### src/rtl/uart_pkg.sv
// Shared constants for the UART TX DMA: UART register map, CSR map,
// control/status bit positions and the DMA sequencer state encoding.
package uart_pkg;

    localparam logic [31:0] UART_TX_OFF       = 32'h0000_0000;
    localparam logic [31:0] UART_STAT_OFF     = 32'h0000_0008;
    localparam int          UART_TX_READY_BIT = 1;

    localparam logic [31:0] CSR_SRC_OFF    = 32'h0000_0000;
    localparam logic [31:0] CSR_LEN_OFF    = 32'h0000_0004;
    localparam logic [31:0] CSR_CTRL_OFF   = 32'h0000_0008;
    localparam logic [31:0] CSR_STATUS_OFF = 32'h0000_000C;
    localparam logic [31:0] CSR_REMAIN_OFF = 32'h0000_0010;

    localparam int CTRL_START   = 0;
    localparam int CTRL_IRQ_EN  = 1;
    localparam int CTRL_ABORT   = 2;

    localparam int STAT_BUSY    = 0;
    localparam int STAT_DONE    = 1;
    localparam int STAT_ABORTED = 2;

    typedef enum logic [2:0] {
        ST_IDLE  = 3'd0,
        ST_FETCH = 3'd1,
        ST_POLL  = 3'd2,
        ST_SEND  = 3'd3,
        ST_DONE  = 3'd4
    } dma_state_t;

    function automatic logic [31:0] apply_wstrb(input logic [31:0] old_val,
                                                 input logic [31:0] new_val,
                                                 input logic [3:0]  strb);
        apply_wstrb = {strb[3] ? new_val[31:24] : old_val[31:24],
                       strb[2] ? new_val[23:16] : old_val[23:16],
                       strb[1] ? new_val[15:8]  : old_val[15:8],
                       strb[0] ? new_val[7:0]   : old_val[7:0]};
    endfunction

endpackage

### src/rtl/uart_dma_csr.sv
// CSR slave for the UART TX DMA: address decode, SRC/LEN/CTRL registers,
// sticky done/aborted flags and the registered interrupt line.
module uart_dma_csr
    import uart_pkg::*;
#(
    parameter logic [31:0] CSR_BASE = 32'h8100_2000
) (
    input  logic        clk,
    input  logic        resetn,
    input  logic        i_s_valid,
    output logic        o_s_ready,
    input  logic [31:0] i_s_addr,
    input  logic [31:0] i_s_wdata,
    input  logic [3:0]  i_s_wstrb,
    output logic [31:0] o_s_rdata,
    input  logic        i_busy,
    input  logic [15:0] i_remain,
    input  logic        i_done_set,
    input  logic        i_aborted_set,
    input  logic        i_eoi,
    output logic [31:0] o_src,
    output logic [15:0] o_len,
    output logic        o_start,
    output logic        o_abort,
    output logic        o_irq
);

    logic [31:0] r_src;
    logic [15:0] r_len;
    logic        r_irq_en;
    logic        r_done;
    logic        r_aborted;
    logic        r_start;
    logic        r_abort;
    logic        r_s_ready;
    logic [31:0] r_rdata;
    logic        r_irq;

    logic [31:0] w_off;
    logic        w_req;
    logic        w_wr;
    logic        w_rd;
    logic [31:0] w_rd_val;
    logic [31:0] w_len_new;
    logic        w_ctrl_wr;
    logic        w_stat_wr;
    logic        w_irq_en_nxt;
    logic        w_done_nxt;
    logic        w_aborted_nxt;

    assign w_off     = i_s_addr - CSR_BASE;
    assign w_req     = i_s_valid & ~r_s_ready;
    assign w_wr      = w_req & (i_s_wstrb != 4'b0000);
    assign w_rd      = w_req & (i_s_wstrb == 4'b0000);
    assign w_ctrl_wr = w_wr & (w_off == CSR_CTRL_OFF) & i_s_wstrb[0];
    assign w_stat_wr = w_wr & (w_off == CSR_STATUS_OFF) & i_s_wstrb[0];
    assign w_len_new = apply_wstrb({16'b0, r_len}, i_s_wdata, i_s_wstrb);

    // Hardware set wins over a W1C write or eoi landing in the same cycle.
    assign w_irq_en_nxt  = w_ctrl_wr ? i_s_wdata[CTRL_IRQ_EN] : r_irq_en;
    assign w_done_nxt    = i_done_set |
                           (r_done & ~(i_eoi | (w_stat_wr & i_s_wdata[STAT_DONE])));
    assign w_aborted_nxt = i_aborted_set |
                           (r_aborted & ~(i_eoi | (w_stat_wr & i_s_wdata[STAT_ABORTED])));

    always_comb begin
        w_rd_val = '0;
        case (w_off)
            CSR_SRC_OFF:    w_rd_val = r_src;
            CSR_LEN_OFF:    w_rd_val = {16'b0, r_len};
            CSR_CTRL_OFF:   w_rd_val[CTRL_IRQ_EN] = r_irq_en;
            CSR_STATUS_OFF: begin
                w_rd_val[STAT_BUSY]    = i_busy;
                w_rd_val[STAT_DONE]    = r_done;
                w_rd_val[STAT_ABORTED] = r_aborted;
            end
            CSR_REMAIN_OFF: w_rd_val = {16'b0, i_remain};
            default:        w_rd_val = '0;
        endcase
    end

    always_ff @(posedge clk) begin
        if (!resetn) begin
            r_src     <= '0;
            r_len     <= '0;
            r_irq_en  <= 1'b0;
            r_done    <= 1'b0;
            r_aborted <= 1'b0;
            r_start   <= 1'b0;
            r_abort   <= 1'b0;
            r_s_ready <= 1'b0;
            r_rdata   <= '0;
            r_irq     <= 1'b0;
        end else begin
            r_s_ready <= w_req;
            r_rdata   <= w_rd ? w_rd_val : 32'b0;
            r_start   <= w_ctrl_wr & i_s_wdata[CTRL_START] & ~i_busy;
            r_abort   <= w_ctrl_wr & i_s_wdata[CTRL_ABORT];
            if (w_wr && !i_busy && (w_off == CSR_SRC_OFF))
                r_src <= apply_wstrb(r_src, i_s_wdata, i_s_wstrb);
            if (w_wr && !i_busy && (w_off == CSR_LEN_OFF))
                r_len <= w_len_new[15:0];
            r_irq_en  <= w_irq_en_nxt;
            r_done    <= w_done_nxt;
            r_aborted <= w_aborted_nxt;
            r_irq     <= w_irq_en_nxt & (w_done_nxt | w_aborted_nxt);
        end
    end

    assign o_s_ready = r_s_ready;
    assign o_s_rdata = r_rdata;
    assign o_src     = r_src;
    assign o_len     = r_len;
    assign o_start   = r_start;
    assign o_abort   = r_abort;
    assign o_irq     = r_irq;

endmodule

### src/rtl/uart_tx_dma.sv
// DMA engine that streams LEN bytes from memory at SRC into a UART TX
// register, polling the UART ready flag before every byte.
//
// state | meaning
// IDLE  | waiting for start
// FETCH | reading the aligned memory word holding the next byte
// POLL  | reading UART status until tx_ready is set
// SEND  | writing one byte to the UART TX register
// DONE  | one-cycle completion, sets done
module uart_tx_dma
    import uart_pkg::*;
#(
    parameter logic [31:0] UART_BASE = 32'h8100_1000,
    parameter logic [31:0] CSR_BASE  = 32'h8100_2000
) (
    input  logic        clk,
    input  logic        resetn,
    input  logic        s_valid,
    output logic        s_ready,
    input  logic [31:0] s_addr,
    input  logic [31:0] s_wdata,
    input  logic [3:0]  s_wstrb,
    output logic [31:0] s_rdata,
    output logic        m_valid,
    input  logic        m_ready,
    output logic [31:0] m_addr,
    output logic [31:0] m_wdata,
    output logic [3:0]  m_wstrb,
    input  logic [31:0] m_rdata,
    output logic        irq,
    input  logic        eoi
);

    dma_state_t  r_state;
    dma_state_t  w_state_nxt;

    logic [31:0] r_ptr;
    logic [31:0] r_word;
    logic [15:0] r_remain;
    logic        r_abort_req;
    logic        r_m_valid;
    logic [31:0] r_m_addr;
    logic [31:0] r_m_wdata;
    logic [3:0]  r_m_wstrb;

    logic [31:0] w_src;
    logic [15:0] w_len;
    logic        w_start;
    logic        w_abort;
    logic        w_busy;
    logic        w_xfer_done;
    logic        w_abort_pend;
    logic        w_between;
    logic        w_tx_ready;
    logic [31:0] w_ptr_inc;
    logic [7:0]  w_lane;
    logic        w_issue;
    logic [31:0] w_issue_addr;
    logic [31:0] w_issue_wdata;
    logic [3:0]  w_issue_wstrb;
    logic        w_load;
    logic        w_done_set;
    logic        w_aborted_set;

    uart_dma_csr #(.CSR_BASE(CSR_BASE)) u_csr (
        .clk           (clk),
        .resetn        (resetn),
        .i_s_valid     (s_valid),
        .o_s_ready     (s_ready),
        .i_s_addr      (s_addr),
        .i_s_wdata     (s_wdata),
        .i_s_wstrb     (s_wstrb),
        .o_s_rdata     (s_rdata),
        .i_busy        (w_busy),
        .i_remain      (r_remain),
        .i_done_set    (w_done_set),
        .i_aborted_set (w_aborted_set),
        .i_eoi         (eoi),
        .o_src         (w_src),
        .o_len         (w_len),
        .o_start       (w_start),
        .o_abort       (w_abort),
        .o_irq         (irq)
    );

    assign w_busy       = (r_state != ST_IDLE);
    assign w_xfer_done  = r_m_valid & m_ready;
    assign w_abort_pend = r_abort_req | (w_abort & w_busy);
    // Abort only takes effect while no master transaction is outstanding.
    assign w_between    = ~r_m_valid & w_abort_pend;
    assign w_tx_ready   = m_rdata[UART_TX_READY_BIT];
    assign w_ptr_inc    = r_ptr + 32'd1;

    always_comb begin
        w_lane = r_word[7:0];
        case (r_ptr[1:0])
            2'd1:    w_lane = r_word[15:8];
            2'd2:    w_lane = r_word[23:16];
            2'd3:    w_lane = r_word[31:24];
            default: w_lane = r_word[7:0];
        endcase
    end

    always_ff @(posedge clk) begin
        if (!resetn)
            r_state <= ST_IDLE;
        else
            r_state <= w_state_nxt;
    end

    always_comb begin
        w_state_nxt = r_state;
        case (r_state)
            ST_IDLE: begin
                if (w_start && (w_len != 16'd0))
                    w_state_nxt = ST_FETCH;
            end
            ST_FETCH: begin
                if (w_xfer_done)
                    w_state_nxt = ST_POLL;
                else if (w_between)
                    w_state_nxt = ST_IDLE;
            end
            ST_POLL: begin
                if (w_xfer_done) begin
                    if (w_tx_ready)
                        w_state_nxt = ST_SEND;
                end else if (w_between) begin
                    w_state_nxt = ST_IDLE;
                end
            end
            ST_SEND: begin
                if (w_xfer_done) begin
                    if (r_remain <= 16'd1)
                        w_state_nxt = ST_DONE;
                    else if (w_ptr_inc[1:0] == 2'b00)
                        w_state_nxt = ST_FETCH;
                    else
                        w_state_nxt = ST_POLL;
                end else if (w_between) begin
                    w_state_nxt = ST_IDLE;
                end
            end
            ST_DONE: w_state_nxt = ST_IDLE;
            default: w_state_nxt = ST_IDLE;
        endcase
    end

    always_comb begin
        w_issue       = 1'b0;
        w_issue_addr  = '0;
        w_issue_wdata = '0;
        w_issue_wstrb = '0;
        w_load        = 1'b0;
        w_done_set    = 1'b0;
        w_aborted_set = 1'b0;
        case (r_state)
            ST_IDLE: begin
                w_load     = w_start;
                w_done_set = w_start & (w_len == 16'd0);
            end
            ST_FETCH: begin
                w_issue       = ~r_m_valid & ~w_abort_pend;
                w_issue_addr  = {r_ptr[31:2], 2'b00};
                w_aborted_set = w_between;
            end
            ST_POLL: begin
                w_issue       = ~r_m_valid & ~w_abort_pend;
                w_issue_addr  = UART_BASE + UART_STAT_OFF;
                w_aborted_set = w_between;
            end
            ST_SEND: begin
                w_issue       = ~r_m_valid & ~w_abort_pend;
                w_issue_addr  = UART_BASE + UART_TX_OFF;
                w_issue_wdata = {24'b0, w_lane};
                w_issue_wstrb = 4'b0001;
                w_aborted_set = w_between;
            end
            ST_DONE: w_done_set = 1'b1;
            default: ;
        endcase
    end

    always_ff @(posedge clk) begin
        if (!resetn) begin
            r_ptr       <= '0;
            r_word      <= '0;
            r_remain    <= '0;
            r_abort_req <= 1'b0;
            r_m_valid   <= 1'b0;
            r_m_addr    <= '0;
            r_m_wdata   <= '0;
            r_m_wstrb   <= '0;
        end else begin
            if (w_load) begin
                r_ptr    <= w_src;
                r_remain <= w_len;
            end
            if (!w_busy)
                r_abort_req <= 1'b0;
            else if (w_abort)
                r_abort_req <= 1'b1;
            if (w_issue) begin
                r_m_valid <= 1'b1;
                r_m_addr  <= w_issue_addr;
                r_m_wdata <= w_issue_wdata;
                r_m_wstrb <= w_issue_wstrb;
            end else if (w_xfer_done) begin
                r_m_valid <= 1'b0;
                if (r_state == ST_FETCH)
                    r_word <= m_rdata;
                if (r_state == ST_SEND) begin
                    r_ptr <= w_ptr_inc;
                    if (r_remain != 16'd0)
                        r_remain <= r_remain - 16'd1;
                end
            end
        end
    end

    assign m_valid = r_m_valid;
    assign m_addr  = r_m_addr;
    assign m_wdata = r_m_wdata;
    assign m_wstrb = r_m_wstrb;

endmodule

### config.mk
export PLATFORM = sky130hd
export DESIGN_NAME = uart_tx_dma
export DESIGN_NICKNAME = d
export VERILOG_FILES = /design/src/rtl/uart_pkg.sv /design/src/rtl/uart_dma_csr.sv /design/src/rtl/uart_tx_dma.sv
export SDC_FILE = /design/constraint.sdc
export NUM_CORES = 1
export LEC_CHECK = 0
export ABC_AREA = 1
export CAP_MARGIN = 20
export CORE_MARGIN = 2
export CORE_UTILIZATION = 25
export DETAILED_ROUTE_END_ITERATION = 8
export HOLD_SLACK_MARGIN = 0.12
export PLACE_DENSITY = 0.56
export SLEW_MARGIN = 40
export SYNTH_ARGS = -nofsm -noshare
export SYNTH_HDL_FRONTEND = slang
export SYNTH_SLANG_ARGS = --single-unit
### constraint.sdc
create_clock -name clk -period 3.84 [get_ports clk]
set_input_delay 0.384 -clock clk [delete_from_list [all_inputs] [get_ports clk]]
set_output_delay 0.384 -clock clk [all_outputs]
set_load 0.01 [all_outputs]
Yosys cells after proc, flatten, opt, wreduce, memory -nomap -nowiden:

Index checks and enable logic that the tools add are counted.

* register bits: 240
* input bits: 105
* output and inout bits: 103
* word-level logic and storage cells: 132

* add/subtract/negate cells: 3
* $lt $le $gt $ge: 1
* eq/ne operators: 13
* mux-type cells: 33
* bitwise operators: 33
* reductions and logical operators: 26

Operators with widths (number)
* 32-bit two-way mux: 4
* 32-bit one-hot mux with 3 select lines: 1
* 29-bit one-hot mux with 3 select lines: 1
* 16-bit two-way mux: 5
* 32-bit by 4-bit == test with 1-bit output, second input constant: 2
* 32-bit by 1-bit adder with 32-bit output, second input constant: 1
* 32-bit by 3-bit == test with 1-bit output, second input constant: 1
* 32-bit by 5-bit == test with 1-bit output, second input constant: 1
* 32-bit zero test: 1
* 16-bit nonzero test: 2
* 32-bit subtractor, second input constant: 1
* 8-bit one-hot mux with 3 select lines: 1
* 3-bit two-way mux: 7
* 1-bit AND: 20
* 2-bit AND reduction: 9
* 16-bit by 1-bit <= comparator with 1-bit output, second input constant: 1
* 16-bit zero test: 1
* 16-bit by 1-bit subtractor with 16-bit output, second input constant: 1
* 3-bit one-hot mux with 4 select lines: 1
* 8-bit two-way mux: 1
* 1-bit one-hot mux with 4 select lines: 2
* 1-bit two-way mux: 7
* 1-bit NOT: 7
* 3-bit by 2-bit == test with 1-bit output, second input constant: 2
* other kinds (20): 29

Depth between registers and ports, before layout:

* word-level depth: 12
* gate-level depth with buffers: 19
* gate-level depth less buffers: 19

Hierarchy:

From an unflattened synthesis, not the netlist that was laid out.

* cell total of the unflattened synthesis: 1719
* area, all modules: 11242.0 um^2

Modules (own cells, without submodules)
* uart_tx_dma: times used 1, cells an instance 1014, area each 6781.5 um^2, sequential area each 2482.4 um^2
* uart_dma_csr: times used 1, cells an instance 705, area each 4460.5 um^2, sequential area each 1741.7 um^2

Least setup slack after synthesis:

OpenSTA, ideal clock, no wires.

* kind: input -> register
* start point: input s_addr[13]
* end point: register u_csr.r_src[5] (netlist: u_csr.o_src[5])
* data arrival time: 2.141 ns
* setup slack: 1.586 ns
* stages on the path: 17
* path buffers: 1
* path through: inv_1 > ha_1 > nand2_1 > nor2_1 > nand2_1 > nand2_1 > nand2_1 > xnor2_1 > nor2_1 > nand3_1 > nor2_2 > nand3_4 > nor2_4 > buf_6 > nand2_1 > nand2_1 > nor2_1

* word-level cells in the longest chain between the ends: 4

RTL lines
* start, declared: line uart_tx_dma.sv:20 `input logic [31:0] s_addr,`
* 32-bit subtractor: line uart_dma_csr.sv:51 `assign w_off = i_s_addr - CSR_BASE;`
* 32-bit zero test: line uart_dma_csr.sv:99 `if (w_wr && !i_busy && (w_off == CSR_SRC_OFF))`
* 1-bit logical AND: line uart_dma_csr.sv:99
* 2-bit AND reduction (no line)
* end signal, assigned: line uart_dma_csr.sv:100 `r_src <= apply_wstrb(r_src, i_s_wdata, i_s_wstrb);`
* end, declared: line uart_dma_csr.sv:28 `logic [31:0] r_src;`

Every way passes these cells.
A chain may end at the register's enable or synchronous reset.

Worst setup path after layout:

* start point: input s_addr[13]
* end point: register u_csr.r_rdata[13] (netlist: u_csr.o_s_rdata[13])

* word-level cells in the longest chain between the ends: 3

RTL lines
* 32-bit subtractor (*): line uart_dma_csr.sv:51
* 32-bit by 5-bit == test with 1-bit output (tied with other cells): line uart_dma_csr.sv:68 `case (w_off)`
* 29-bit one-hot mux with 3 select lines (*): line uart_dma_csr.sv:68
* end signal, assigned: line uart_dma_csr.sv:96 `r_rdata <= w_rd ? w_rd_val : 32'b0;`
* end, declared: line uart_dma_csr.sv:36 `logic [31:0] r_rdata;`

Mark *: on every way between the ends. The rest lies on a longest branch, timed or not.

==> impl_metrics.env <==
export IMPL_status="completed"
export IMPL_cp_required_ns=4.30
export IMPL_end_kind="register"
export IMPL_dp_cells=2290
export IMPL_wl_per_cell_um=14.6
export IMPL_period_minus_slack_ns=2.79
export IMPL_skew_ns=0.0108
export IMPL_r2r_start="r_ptr[0]$_SDFF_PN0_"
export IMPL_fillers=4609
export IMPL_io_buffers=178
export IMPL_syn_avg_cell_area_um2=6.60
export IMPL_dieArea_um2=44700
export IMPL_drv_cap=0
export IMPL_clkSlewWorstSetupHoldPaths_ns=0.06
export IMPL_io_pins=208
export IMPL_fin_ws_ns=1.05
export IMPL_final_cells=2336
export IMPL_setup_tns_ns=0
export IMPL_synth_main_ff_cell="dfxtp_1"
export IMPL_drtAntennaViolNets=0
export IMPL_track_usage_pct=14.9
export IMPL_synth_edff_count=0
export IMPL_peakVddDrop_uv=278
export IMPL_hold_viol=0
export IMPL_insertedDiodeCount=0
export IMPL_nNetsFinal=1890
export IMPL_rsz0062_at_grt="false"
export IMPL_cts_tree="yes"
export IMPL_syn_to_final_growth_pct=28.0
export IMPL_holdBufCountCts=0
export IMPL_crit_arrival_ns=3.24
export IMPL_die_w_um=211
export IMPL_fmax_mhz=359
export IMPL_setup_viol=0
export IMPL_worst_path_max_delay_cell="clkdlybuf4s50_1"
export IMPL_clk_latency_ns=0.53
export IMPL_seq_area_frac_synth_pct=39.3
export IMPL_grt_pass1_vias=9871
export IMPL_routed_via_count=10550
export IMPL_cts_resized=0
export IMPL_wl_um=34200
export IMPL_cts_buffers=25
export IMPL_final_max_slew_violation_count=0
export IMPL_rows=75
export IMPL_first_iter_violations=798
export IMPL_crit_fanout=17
export IMPL_dp_hpwl_um=25700
export IMPL_cts_max_level=1
export IMPL_final_cell_mix="332 x nand2_1, 268 x nor2_1, 211 x dfxtp_1"
export IMPL_period_share_pct=72.6
export IMPL_post_cts_buffers=0
export IMPL_async_flop_share_pct=0
export IMPL_worst_pin_slew_ns=0.752
export IMPL_vias_per_cell=4.52
export IMPL_crit_chain="clkdlybuf4s50_1 > inv_1 > ha_1 > inv_1 > nor2_1 > nand3_1 > nand2_1 > nand2_1 > nor2_1 > nand2_1 > nor2_1 > nand3_2 > nor2_8 > nand3_4 > nand2_1 > nand2_2 > nor2_2"
export IMPL_max_stage_delay_ns=0.39
export IMPL_antenna_found_initial=0
export IMPL_p_leak_nw=5.40
export IMPL_coreArea_um2=42200
export IMPL_cts_sinks=211
export IMPL_grt_first_pass_wirelength_um=53400
export IMPL_cts_root_buf="clkbuf_16"
export IMPL_start_util_pct=25.4
export IMPL_dr_pass1_iters=5
export IMPL_place_ws_ns=0.543
export IMPL_grt_ovfl_total=0
export IMPL_cts_buffer_depth=3
export IMPL_hold_ws_ns=0.301
export IMPL_postLayoutCoreUtil_pct=32.6
export IMPL_crit_type="in -> reg"
export IMPL_path_common_cell="nand2_1"
export IMPL_hold_start="resetn"
export IMPL_synthDistinctLibCells=48
export IMPL_fp_dieH_um=211
export IMPL_netlist_instances=1627
export IMPL_drive_gt1_share_pct=5.68
export IMPL_cp_start_kind="input port"
export IMPL_critPathLaunch="s_addr[13]"
export IMPL_syn_area_um2=10700
export IMPL_yosys_warnings=0
export IMPL_p_per_area_nw_per_um2=354
export IMPL_grt_max_degree=63
export IMPL_hp_class="in -> reg"
export IMPL_drc_errors=0
export IMPL_synth_seq_cells=211
export IMPL_place_gp_congestion=0.889
export IMPL_slew_headroom_pct=49.9
export IMPL_final_common_cell="nand2_1"
-- Yosys cell counts (all sizes together) (2+ instances only) --
library cell	count	area, µm²
a21oi	126	631
nand3b	3	22.5
ha	7	87.6
nand4	18	131
nor4	9	56.3
o311ai	5	43.8
a211oi	9	67.6
or2	3	18.8
nor2	293	1190
a221oi	4	35.0
buf	45	335
nand3	77	420
a31oi	9	56.3
xor2	8	70.1
inv	210	788
nand2	337	1280
clkbuf	51	191
or3	4	25.0
o22ai	13	81.3
o21bai	2	15.0
clkinv	5	18.8
dfxtp	211	4220
a311oi	2	17.5
o211ai	8	60.1
nor3	48	252
o21ai	111	556
-- cells by family (layout without fill, tap and decap cells) --
kind of cell / after synthesis / in the layout / synth area share (%)
DFF: 211 / 211 / 39.3
buffers and inverters: 311 / 453 / 12.4
other: 1 / 29 / 0.0349
and+or+nand+nor: 794 / 794 / 31.7
xor gates and xnor gates: 9 / 9 / 0.734
adders and majority gates: 7 / 7 / 0.815
AOI/OAI and AO/OA: 294 / 294 / 15.0
-- state kept, by name, indices dropped and copies added (netlist names), 3 cells and up --
name	cells
r_ptr	32
r_word	32
u_csr.o_s_rdata	32
u_csr.o_src	32
m_addr	30
r_remain	16
u_csr.o_len	16
m_wdata	8
r_state	3
-- per-layer routing --
layer / part of all wire [%] / up-vias / global-route usage, %
met2: 44 / 280 / 23.9
met5: 0 / - / 0
met4: 2.0 / 0 / 3.98
li1: - / 5455 / -
met3: 5.4 / 46 / 2.09
met1: 48 / 4769 / 21.0
-- layout make-up --
cell class              instances  area (µm²)  share of cell area (%)
clock buffers                  37         741                    5.39
clock inverters                 9         109                   0.792
inverters                     215         807                    5.87
multi-input cells            1133        5300                    38.5
flip-flops and latches        211        4220                    30.7
well taps                     539         674                    4.90
repair buffers                192        1900                    13.8
-- stage by stage --
stage | total power, mW | cell area [µm²]
2_1_floorplan | 2.37 | 10900
3_3_place_gp | 2.50 | 12900
3_5_place_dp | 2.50 | 12900
4_1_cts | 4.94 | 13800
5_1_grt | 5.05 | 13800
6_report | 4.87 | 13800
-- worst max-delay path: cells and delay by family --
| family | cells | cell delay [ns] |
|---|---|---|
| simple gates | 13 | 2.03 |
| fa+ha+maj | 1 | 0.23 |
| buf+inv | 3 | 0.57 |
-- path summary, 6_finish.rpt --
| kind | end | slack [ns] | depth (start not counted) |
|---|---|---|---|
| hold / removal | r_word[25]$_SDFFE_PN0P_ | 0.30 | 3 |
| hold reg to reg | u_csr.o_s_rdata[24]$_SDFF_PN0_ | 0.46 | 2 |
| setup reg to reg | r_ptr[26]$_SDFF_PN0_ | 1.15 | 12 |
| setup / recovery | u_csr.o_s_rdata[13]$_SDFF_PN0_ | 1.05 | 17 |
-- power by group --
part | internal (mW) | switching, mW | leakage (nW)
clock | 1.47 | 0.940 | 0.417
sequential | 2.19 | 0.000832 | 1.70
combinational | 0.126 | 0.138 | 3.28
total | 3.79 | 1.08 | 5.40
(Power assumes the default switching activity.)
